File: config.mk
export PLATFORM = sky130hd
export DESIGN_NAME = traffic_light_ped_flat
export DESIGN_NICKNAME = d
export VERILOG_FILES = /design/src/rtl/traffic_light_ped_if.sv /design/src/rtl/traffic_light_ped.sv /design/src/flat_wrapper.sv
export SDC_FILE = /design/constraint.sdc
export NUM_CORES = 1
export LEC_CHECK = 0
export ABC_AREA = 1
export BUFFER_PORTS_ARGS = -buffer_cell sky130_fd_sc_hd__buf_4
export CAP_MARGIN = 10
export CORE_AREA = 2 2 39 41
export CTS_BUF_LIST = sky130_fd_sc_hd__clkbuf_8
export DETAILED_ROUTE_END_ITERATION = 12
export DIE_AREA = 0 0 41 43
export PLACE_DENSITY = 0.72
export SETUP_SLACK_MARGIN = 0.5
export SLEW_MARGIN = 20
export SYNTH_ARGS = -nofsm -noshare
export SYNTH_HDL_FRONTEND = slang
export SYNTH_SLANG_ARGS = --single-unit
File: constraint.sdc
create_clock -name clk -period 2 [get_ports clk]
set_input_delay 0.4 -clock clk [delete_from_list [all_inputs] [get_ports clk]]
set_output_delay 0.4 -clock clk [all_outputs]
set_load 0.05 [all_outputs]
File: src/rtl/traffic_light_ped_if.sv
// traffic_light_ped_if
//   Groups the tick/request inputs and the lamp/status outputs of the
//   intersection controller into one bundle.
//   master : environment side (drives tick/ped_req, observes lamps/status)
//   slave  : controller side  (observes tick/ped_req, drives lamps/status)
//   Signals:
//     tick        1-cycle per-second pulse from the shared prescaler
//     ped_req     pedestrian button (level or pulse)
//     ns_g/y/r    north-south lamps
//     ew_g/y/r    east-west lamps
//     walk        pedestrian walk lamp
//     ped_pending latched pedestrian request
//     phase       current state code
interface traffic_light_ped_if;
  logic       tick;
  logic       ped_req;
  logic       ns_g;
  logic       ns_y;
  logic       ns_r;
  logic       ew_g;
  logic       ew_y;
  logic       ew_r;
  logic       walk;
  logic       ped_pending;
  logic [2:0] phase;

  modport master (
    output tick, ped_req,
    input  ns_g, ns_y, ns_r, ew_g, ew_y, ew_r, walk, ped_pending, phase
  );

  modport slave (
    input  tick, ped_req,
    output ns_g, ns_y, ns_r, ew_g, ew_y, ew_r, walk, ped_pending, phase
  );
endinterface

File: src/rtl/traffic_light_ped.sv
// traffic_light_ped
//   Two-road intersection controller with configurable phase durations,
//   optional all-red clearance and a latched pedestrian walk phase.
//   Advances only on the 1-cycle tick pulse; all lamps are Moore outputs.
//   Ports:
//     clk    system clock, rising edge
//     rst_n  synchronous active-low reset
//     bus    traffic_light_ped_if.slave (tick, ped_req in; lamps, walk,
//            ped_pending, phase out)
//
//   state | meaning
//   ------+-----------------------------------------------
//   NS_G  | north-south green, east-west red      (code 0)
//   NS_Y  | north-south yellow, east-west red     (code 1)
//   AR_A  | all red clearance before EW green     (code 2)
//   EW_G  | east-west green, north-south red      (code 3)
//   EW_Y  | east-west yellow, north-south red     (code 4)
//   AR_B  | all red clearance before NS/PED       (code 5)
//   PED   | all red, pedestrian walk lit         (code 6)
//   (code 7 is unused and returns to NS_G on the next clk)
module traffic_light_ped #(
  parameter int unsigned GREEN_TICKS  = 5,
  parameter int unsigned YELLOW_TICKS = 2,
  parameter int unsigned ALLRED_TICKS = 1,
  parameter int unsigned PED_TICKS    = 4,
  parameter int unsigned CNT_W        = 4
) (
  input  logic                 clk,
  input  logic                 rst_n,
  traffic_light_ped_if.slave   bus
);

  typedef enum logic [2:0] {
    NS_G = 3'd0,
    NS_Y = 3'd1,
    AR_A = 3'd2,
    EW_G = 3'd3,
    EW_Y = 3'd4,
    AR_B = 3'd5,
    PED  = 3'd6
  } state_t;

  // Terminal counts (duration - 1). The all-red value is clamped so the
  // constant stays in range when clearance is disabled; those states are
  // then unreachable anyway.
  localparam logic [CNT_W-1:0] GREEN_LAST  = CNT_W'(GREEN_TICKS - 1);
  localparam logic [CNT_W-1:0] YELLOW_LAST = CNT_W'(YELLOW_TICKS - 1);
  localparam logic [CNT_W-1:0] ALLRED_LAST =
    CNT_W'((ALLRED_TICKS > 0) ? (ALLRED_TICKS - 1) : 0);
  localparam logic [CNT_W-1:0] PED_LAST    = CNT_W'(PED_TICKS - 1);
  localparam bit               SKIP_ALLRED = (ALLRED_TICKS == 0);

  state_t           state_q, state_d;
  logic [CNT_W-1:0] cnt_q, cnt_d;
  logic             ped_pending_q, ped_pending_d;
  logic [CNT_W-1:0] last_cnt;
  logic             at_end;
  state_t           succ;
  logic             ns_g, ns_y, ns_r, ew_g, ew_y, ew_r, walk;

  always_ff @(posedge clk) begin
    if (!rst_n) begin
      state_q       <= NS_G;
      cnt_q         <= '0;
      ped_pending_q <= 1'b0;
    end else begin
      state_q       <= state_d;
      cnt_q         <= cnt_d;
      ped_pending_q <= ped_pending_d;
    end
  end

  always_comb begin
    last_cnt = '0;
    unique case (state_q)
      NS_G, EW_G: last_cnt = GREEN_LAST;
      NS_Y, EW_Y: last_cnt = YELLOW_LAST;
      AR_A, AR_B: last_cnt = ALLRED_LAST;
      PED:        last_cnt = PED_LAST;
      default:    last_cnt = '0;
    endcase
  end

  assign at_end = bus.tick && (cnt_q == last_cnt);

  // Successor state when the current dwell expires. The pedestrian decision
  // uses the registered request, so a press on the exit clk itself waits
  // for the next cycle.
  always_comb begin
    succ = NS_G;
    unique case (state_q)
      NS_G: succ = NS_Y;
      NS_Y: succ = SKIP_ALLRED ? EW_G : AR_A;
      AR_A: succ = EW_G;
      EW_G: succ = EW_Y;
      EW_Y: begin
        if (SKIP_ALLRED) succ = ped_pending_q ? PED : NS_G;
        else             succ = AR_B;
      end
      AR_B: succ = ped_pending_q ? PED : NS_G;
      PED:  succ = NS_G;
      default: succ = NS_G;
    endcase
  end

  always_comb begin
    state_d = state_q;
    cnt_d   = cnt_q;
    if (!(state_q inside {NS_G, NS_Y, AR_A, EW_G, EW_Y, AR_B, PED})) begin
      state_d = NS_G;
      cnt_d   = '0;
    end else if (at_end) begin
      state_d = succ;
      cnt_d   = '0;
    end else if (bus.tick) begin
      cnt_d   = cnt_q + 1'b1;
    end
  end

  // Entering PED clears the latch and takes priority over a press on the
  // same clk; presses while in PED are dropped.
  always_comb begin
    ped_pending_d = ped_pending_q;
    if ((state_d == PED) && (state_q != PED)) begin
      ped_pending_d = 1'b0;
    end else if (bus.ped_req && (state_q != PED)) begin
      ped_pending_d = 1'b1;
    end
  end

  always_comb begin
    ns_g = 1'b0;
    ns_y = 1'b0;
    ns_r = 1'b0;
    ew_g = 1'b0;
    ew_y = 1'b0;
    ew_r = 1'b0;
    walk = 1'b0;
    unique case (state_q)
      NS_G: begin ns_g = 1'b1; ew_r = 1'b1; end
      NS_Y: begin ns_y = 1'b1; ew_r = 1'b1; end
      EW_G: begin ew_g = 1'b1; ns_r = 1'b1; end
      EW_Y: begin ew_y = 1'b1; ns_r = 1'b1; end
      PED:  begin ns_r = 1'b1; ew_r = 1'b1; walk = 1'b1; end
      default: begin ns_r = 1'b1; ew_r = 1'b1; end
    endcase
  end

  assign bus.ns_g        = ns_g;
  assign bus.ns_y        = ns_y;
  assign bus.ns_r        = ns_r;
  assign bus.ew_g        = ew_g;
  assign bus.ew_y        = ew_y;
  assign bus.ew_r        = ew_r;
  assign bus.walk        = walk;
  assign bus.ped_pending = ped_pending_q;
  assign bus.phase       = state_q;

endmodule
File: src/flat_wrapper.sv
// flat-port wrapper written by rule: the top's interface ports become plain ports
module traffic_light_ped_flat 
#(
  parameter int unsigned GREEN_TICKS  = 5,
  parameter int unsigned YELLOW_TICKS = 2,
  parameter int unsigned ALLRED_TICKS = 1,
  parameter int unsigned PED_TICKS    = 4,
  parameter int unsigned CNT_W        = 4
)
  (clk, rst_n, bus_tick, bus_ped_req, bus_ns_g, bus_ns_y, bus_ns_r, bus_ew_g, bus_ew_y, bus_ew_r, bus_walk, bus_ped_pending, bus_phase);
  traffic_light_ped_if bus_i ();
  input  logic clk;
  input  logic rst_n;
  input wire logic [$bits(bus_i.tick)-1:0] bus_tick;
  input wire logic [$bits(bus_i.ped_req)-1:0] bus_ped_req;
  output wire logic [$bits(bus_i.ns_g)-1:0] bus_ns_g;
  output wire logic [$bits(bus_i.ns_y)-1:0] bus_ns_y;
  output wire logic [$bits(bus_i.ns_r)-1:0] bus_ns_r;
  output wire logic [$bits(bus_i.ew_g)-1:0] bus_ew_g;
  output wire logic [$bits(bus_i.ew_y)-1:0] bus_ew_y;
  output wire logic [$bits(bus_i.ew_r)-1:0] bus_ew_r;
  output wire logic [$bits(bus_i.walk)-1:0] bus_walk;
  output wire logic [$bits(bus_i.ped_pending)-1:0] bus_ped_pending;
  output wire logic [$bits(bus_i.phase)-1:0] bus_phase;
  assign bus_i.tick = bus_tick;
  assign bus_i.ped_req = bus_ped_req;
  assign bus_ns_g = bus_i.ns_g;
  assign bus_ns_y = bus_i.ns_y;
  assign bus_ns_r = bus_i.ns_r;
  assign bus_ew_g = bus_i.ew_g;
  assign bus_ew_y = bus_i.ew_y;
  assign bus_ew_r = bus_i.ew_r;
  assign bus_walk = bus_i.walk;
  assign bus_ped_pending = bus_i.ped_pending;
  assign bus_phase = bus_i.phase;
  traffic_light_ped #(.GREEN_TICKS(GREEN_TICKS), .YELLOW_TICKS(YELLOW_TICKS), .ALLRED_TICKS(ALLRED_TICKS), .PED_TICKS(PED_TICKS), .CNT_W(CNT_W)) u_core (.clk(clk), .rst_n(rst_n), .bus(bus_i));
endmodule
=== Word-level counts from Yosys, hierarchy flattened ===
Cells that the tools add are included.

* Flip-flop bits (word level): 8
* Input bits: 4
* Output and inout bits: 11
* Logic and storage cells: 38

* Add/subtract/negate cells: 1
* Equality and inequality tests: 9
* Mux-type cells: 12
* Bitwise gates (word level): 2
* Reduce and logical (&&, ||, !) cells: 11

{| class="wikitable"
|+ Operators by type and width
! operator !! number
|-
| $pmux W3 S6 || 1
|-
| $eq A3 B3 Y1 const B || 4
|-
| $reduce_or A2 Y1 || 5
|-
| $mux W3 || 3
|-
| $pmux W3 S3 || 1
|-
| $mux W1 || 7
|-
| $reduce_bool A7 Y1 || 1
|-
| $eq A3 B2 Y1 const B || 2
|-
| $add A4 B1 Y4 const B || 1
|-
| $eq A4 B3 Y1 || 1
|-
| $eq A3 B1 Y1 const B || 1
|-
| $logic_and A1 B1 Y1 || 3
|-
| $logic_not A3 Y1 || 1
|-
| $ne A3 B3 Y1 const B || 1
|-
| $reduce_or A3 Y1 || 1
|-
| $not A1 Y1 || 2
|}

=== Longest topological paths before layout ===
* Depth after elaboration: 10
* Gate-level depth with buffers: 11
* Gate-level depth less buffers: 11

=== Worst setup path after synthesis ===
No wires, ideal clock.

* Kind: register to register
* Start: register u_core.state_q[2] (netlist: u_core.bus.phase[2])
* End: register u_core.ped_pending_q (netlist: u_core.bus.ped_pending)
* Setup time: 112 ps
* Arrival: 1960 ps
* Data required time: 1888 ps
* Slack: -72 ps
* Cell stages (with the launch flop): 10
* Buffers on the path: 0
* Period minus slack after synthesis: 2072 ps
* Cell sequence: dfxtp_1 -> nand2_1 -> nor2_2 -> nand2_1 -> nand3_1 -> nor2_2 -> nand3_1 -> nand3_2 -> nor2_1 -> nor2_1

* Word-level cells in the longest chain between the ends: 10
* Elaborated cells on any way between the ends: 21
* Classes of those cells: eq/ne: 9; mux: 4; reduce/logical: 8

{| class="wikitable"
|+ RTL lines
! item !! line !! RTL
|-
| start, declared || traffic_light_ped.sv:53 || <nowiki>state_t state_q, state_d;</nowiki>
|-
| start signal, assigned || traffic_light_ped.sv:67 || <nowiki>state_q <= state_d;</nowiki>
|-
| $eq A3 B3 Y1 (tied with other cells) || traffic_light_ped.sv:75, traffic_light_ped.sv:91, traffic_light_ped.sv:109 ||
|-
| $reduce_or A2 Y1 || traffic_light_ped.sv:75 || <nowiki>unique case (state_q)</nowiki>
|-
| $pmux W3 S3 || traffic_light_ped.sv:75 ||
|-
| $eq A4 B3 Y1 || traffic_light_ped.sv:84 || <nowiki>assign at_end = bus.tick && (cnt_q == last_cnt);</nowiki>
|-
| $logic_and A1 B1 Y1 || traffic_light_ped.sv:84 ||
|-
| $mux W3 || traffic_light_ped.sv:112 || <nowiki>end else if (at_end) begin</nowiki>
|-
| $mux W3 || traffic_light_ped.sv:109 || <nowiki>if (!(state_q inside {NS_G, NS_Y, AR_A, EW_G, EW_Y, AR_B, PED})) begin</nowiki>
|-
| $eq A3 B3 Y1 || traffic_light_ped.sv:124 || <nowiki>if ((state_d == PED) && (state_q != PED)) begin</nowiki>
|-
| $logic_and A1 B1 Y1 || traffic_light_ped.sv:124 ||
|-
| $reduce_or A2 Y1 (no source line) || n/a ||
|-
| end signal, assigned || traffic_light_ped.sv:69 || <nowiki>ped_pending_q <= ped_pending_d;</nowiki>
|-
| end, declared || traffic_light_ped.sv:55 || <nowiki>logic ped_pending_q, ped_pending_d;</nowiki>
|}

Several ways; a longest one is shown, not always the timed one.
A chain may end at the register's enable or synchronous reset.

=== Worst setup path after layout ===
* Start: register u_core.state_q[0] (netlist: u_core.bus.phase[0])
* End: output port bus_ew_r

* Word-level cells in the longest chain between the ends: 3
* Elaborated cells on any way between the ends: 4
* Classes of those cells: eq/ne: 2; mux: 1; reduce/logical: 1

{| class="wikitable"
|+ RTL lines
! item !! line !! RTL
|-
| $eq A3 B3 Y1 / $eq A3 B2 Y1 (equally long branches) || traffic_light_ped.sv:139 || <nowiki>unique case (state_q)</nowiki>
|-
| $reduce_or A2 Y1 (no source line) (*) || n/a ||
|-
| $mux W1 (*) || traffic_light_ped.sv:139 ||
|-
| end, declared || flat_wrapper.sv:21 || <nowiki>output wire logic [$bits(bus_i.ew_r)-1:0] bus_ew_r;</nowiki>
|}

Every way passes the cells marked *; elsewhere a longest branch is shown, timed or not.

==> metrics.yaml <==
status: "finished, final reports clean"
root_buffer: "clkbuf_8"
num-fill-cells: 129
ys_seq_area_share_pct: 28.8
grt_pass1_vias: 552
end_kind: "output pin"
drt-total-wl_um: 1380
max_slew.worst_pin.slew_ps: 182
max_slew_margin_pct: 87.8
antenna_found_initial: 0
ys_ff_latch: 8
rsz0062_at_grt: "yes"
slowest_delay_ps: 370
htree_levels: 1
finalCritPeriodShare_pct: 75.2
final_cell_mix: "17 x buf_4, 15 x nand2_1, 12 x inv_1, 12 x nor2_1, 9 x nand3_1"
fp.dieW_um: 41
final_common_cell: "buf_4"
synth.cell_area_um2: 556
synthDistinctLibCells: 17
hpwl_um: 981
drive_gt1_share_pct: 44.7
r2r_cells: 11
start_util_pct: 40.1
worstHoldStart: "rst_n"
cts_buffers: 3
syn-num-nets: 95
grt_pass1_wl_um: 2250
r2r_slack_ps: 590
die_area_um2: 1760
syn_inst: 90
holdPathStages: 3
final_util_pct: 61.8
grt.total_usage_pct: 19.2
path_max_fanout: 6
drv_slew: 0
p_per_area_nw_per_um2: 1200
postRouteAntennaNets: 0
reg2reg_from: "u_core.bus.phase[2]"
gp_congestion: 0.809
hold_end: "u_core.bus.phase[2]"
path_cells: "nor2_4 > nand2_2 > nand2_2 > clkinvlp_4 > buf_6"
diodes: 0
ir_worst_vdd_v: 0.000757
maxCapViolCount: 0
min_period_ps: 1500
hold_class: "input pin to flop"
hold_viol: 0
rows: 14
setup-tns-final_ps: 0
nets: 120
grt_max_degree: 8
cts.sinks: 8
fmax_mhz: 665
io_buffer_count: 14
num_vias: 636
areaGrowthSynthToFinish_pct: 53.8
met3_usage_pct: 4.71
viasPerCell: 4.89
clk_latency_ps: 230
seq_area_um2: 171
wl_per_cell_um: 10.6
top_usage_layer: "met2"
cts_max_path_buffers: 2
first_pass_iters: 4
cts_tree: "done"
core_area_um2: 1380
io_pins: 15
drc: 0
multi_input_area_um2: 388
slowest_stage: "dfxtp_4"
finalClockSkew_ps: 1.09
crit_top_cell: "nand2_2"
rr_endpoint: "u_core.bus.ped_pending"
cp_data_arrival_time_ps: 1100
grt-ovfl-total: 0
required_ps: 1600
grt.met1_usage_pct: 24.8
yosys_warnings: 0
syn-mean-instance-area_um2: 6.17
p_leak_nw: 0.446
gr-usage-met2_pct: 27.2
die_y_um: 43
path_class: "flop to output pin"
start_kind: "flop"
drt_iter0_drc: 7
setup_viol: 0
path_clk_slew_ps: 40
[final cells by class]
class / instances / share of cell area, %
Clock buffer: 3 / 4.83
Clock inverter: 1 / 0.439
Inverter: 16 / 8.05
Multi-Input combinational cell: 66 / 45.4
Sequential cell: 8 / 20.1
Tap cell: 16 / 2.34
Timing Repair Buffer: 20 / 18.9
[Yosys cell counts (all sizes together)]
cell type | count | share of area (%)
xor2 | 1 | 1.6
nand2 | 23 | 17
o21ai | 1 | 0.90
dfxtp | 8 | 29
nand3 | 16 | 18
or2 | 1 | 1.1
ha | 1 | 2.3
nor3 | 3 | 3.6
inv | 16 | 11
a21oi | 4 | 3.6
nor2 | 15 | 11
nand3b | 1 | 1.4
[state kept, by name (all words and copies together) (netlist names)]
signal                  cells
u_core.cnt_q                4
u_core.bus.phase            3
u_core.bus.ped_pending      1
[report_power, final]
group | switching (mW) | internal, mW | total (mW)
Clock | 0.0665 | 0.133 | 0.200
Combinational | 0.381 | 0.204 | 0.584
Sequential | 0.0540 | 0.189 | 0.242
Total | 0.501 | 0.525 | 1.03
[metal layers]
metal	part of all wire (%)	up-vias
met5	0	-
met4	2.2	0
met3	4.3	5
met2	50	16
met1	44	282
li1	-	333
[cell families (layout without fill, tap and decap cells)]
group | after synthesis | after routing | synth area share (%)
simple gates | 59 | 59 | 52.0
buf+inv | 16 | 40 | 10.8
flops | 8 | 8 | 28.8
compound gates | 5 | 5 | 4.50
fa+ha+maj | 1 | 1 | 2.25
xor+xnor | 1 | 1 | 1.58
[critical path: cells and delay by family, from the launching register on]
family / cells / cell delay [ps]
DFF: 1 / 370
and+or+nand+nor: 3 / 280
buffers and inverters: 2 / 230
[per-stage QoR]
step | cell area (µm²) | hold WS, ps | instances | power, mW | setup WS [ps]
after floorplan | 583 | 469 | 90 | 0.612 | 506
after global placement | 708 | 497 | 120 | 0.730 | 577
after detailed placement | 708 | 498 | 120 | 0.735 | 578
after CTS | 808 | 446 | 128 | 0.986 | 492
after global routing | 855 | 467 | 130 | 1.09 | 442
final | 855 | 447 | 130 | 1.03 | 496
[worst max path at each step]
stage	startpoint	endpoint	slack, ps
floorplan	u_core.bus.phase[1]	u_core.bus.ped_pending	510
global placement	u_core.bus.phase[2]	bus_ew_r	580
detailed placement	u_core.bus.phase[2]	bus_ew_r	580
CTS	u_core.bus.phase[0]	bus_ew_r	490
global route	u_core.bus.phase[1]	bus_ns_y	440
finish	u_core.bus.phase[0]	bus_ew_r	500
[repair_timing]
action	in CTS	in global routing
buffers inserted	4	2
hold buffers	0	0
gates resized for setup	7	8
pin swaps	1	1
setup endpoints to repair	3	4
Note: power is estimated with default switching activity, not from simulation.
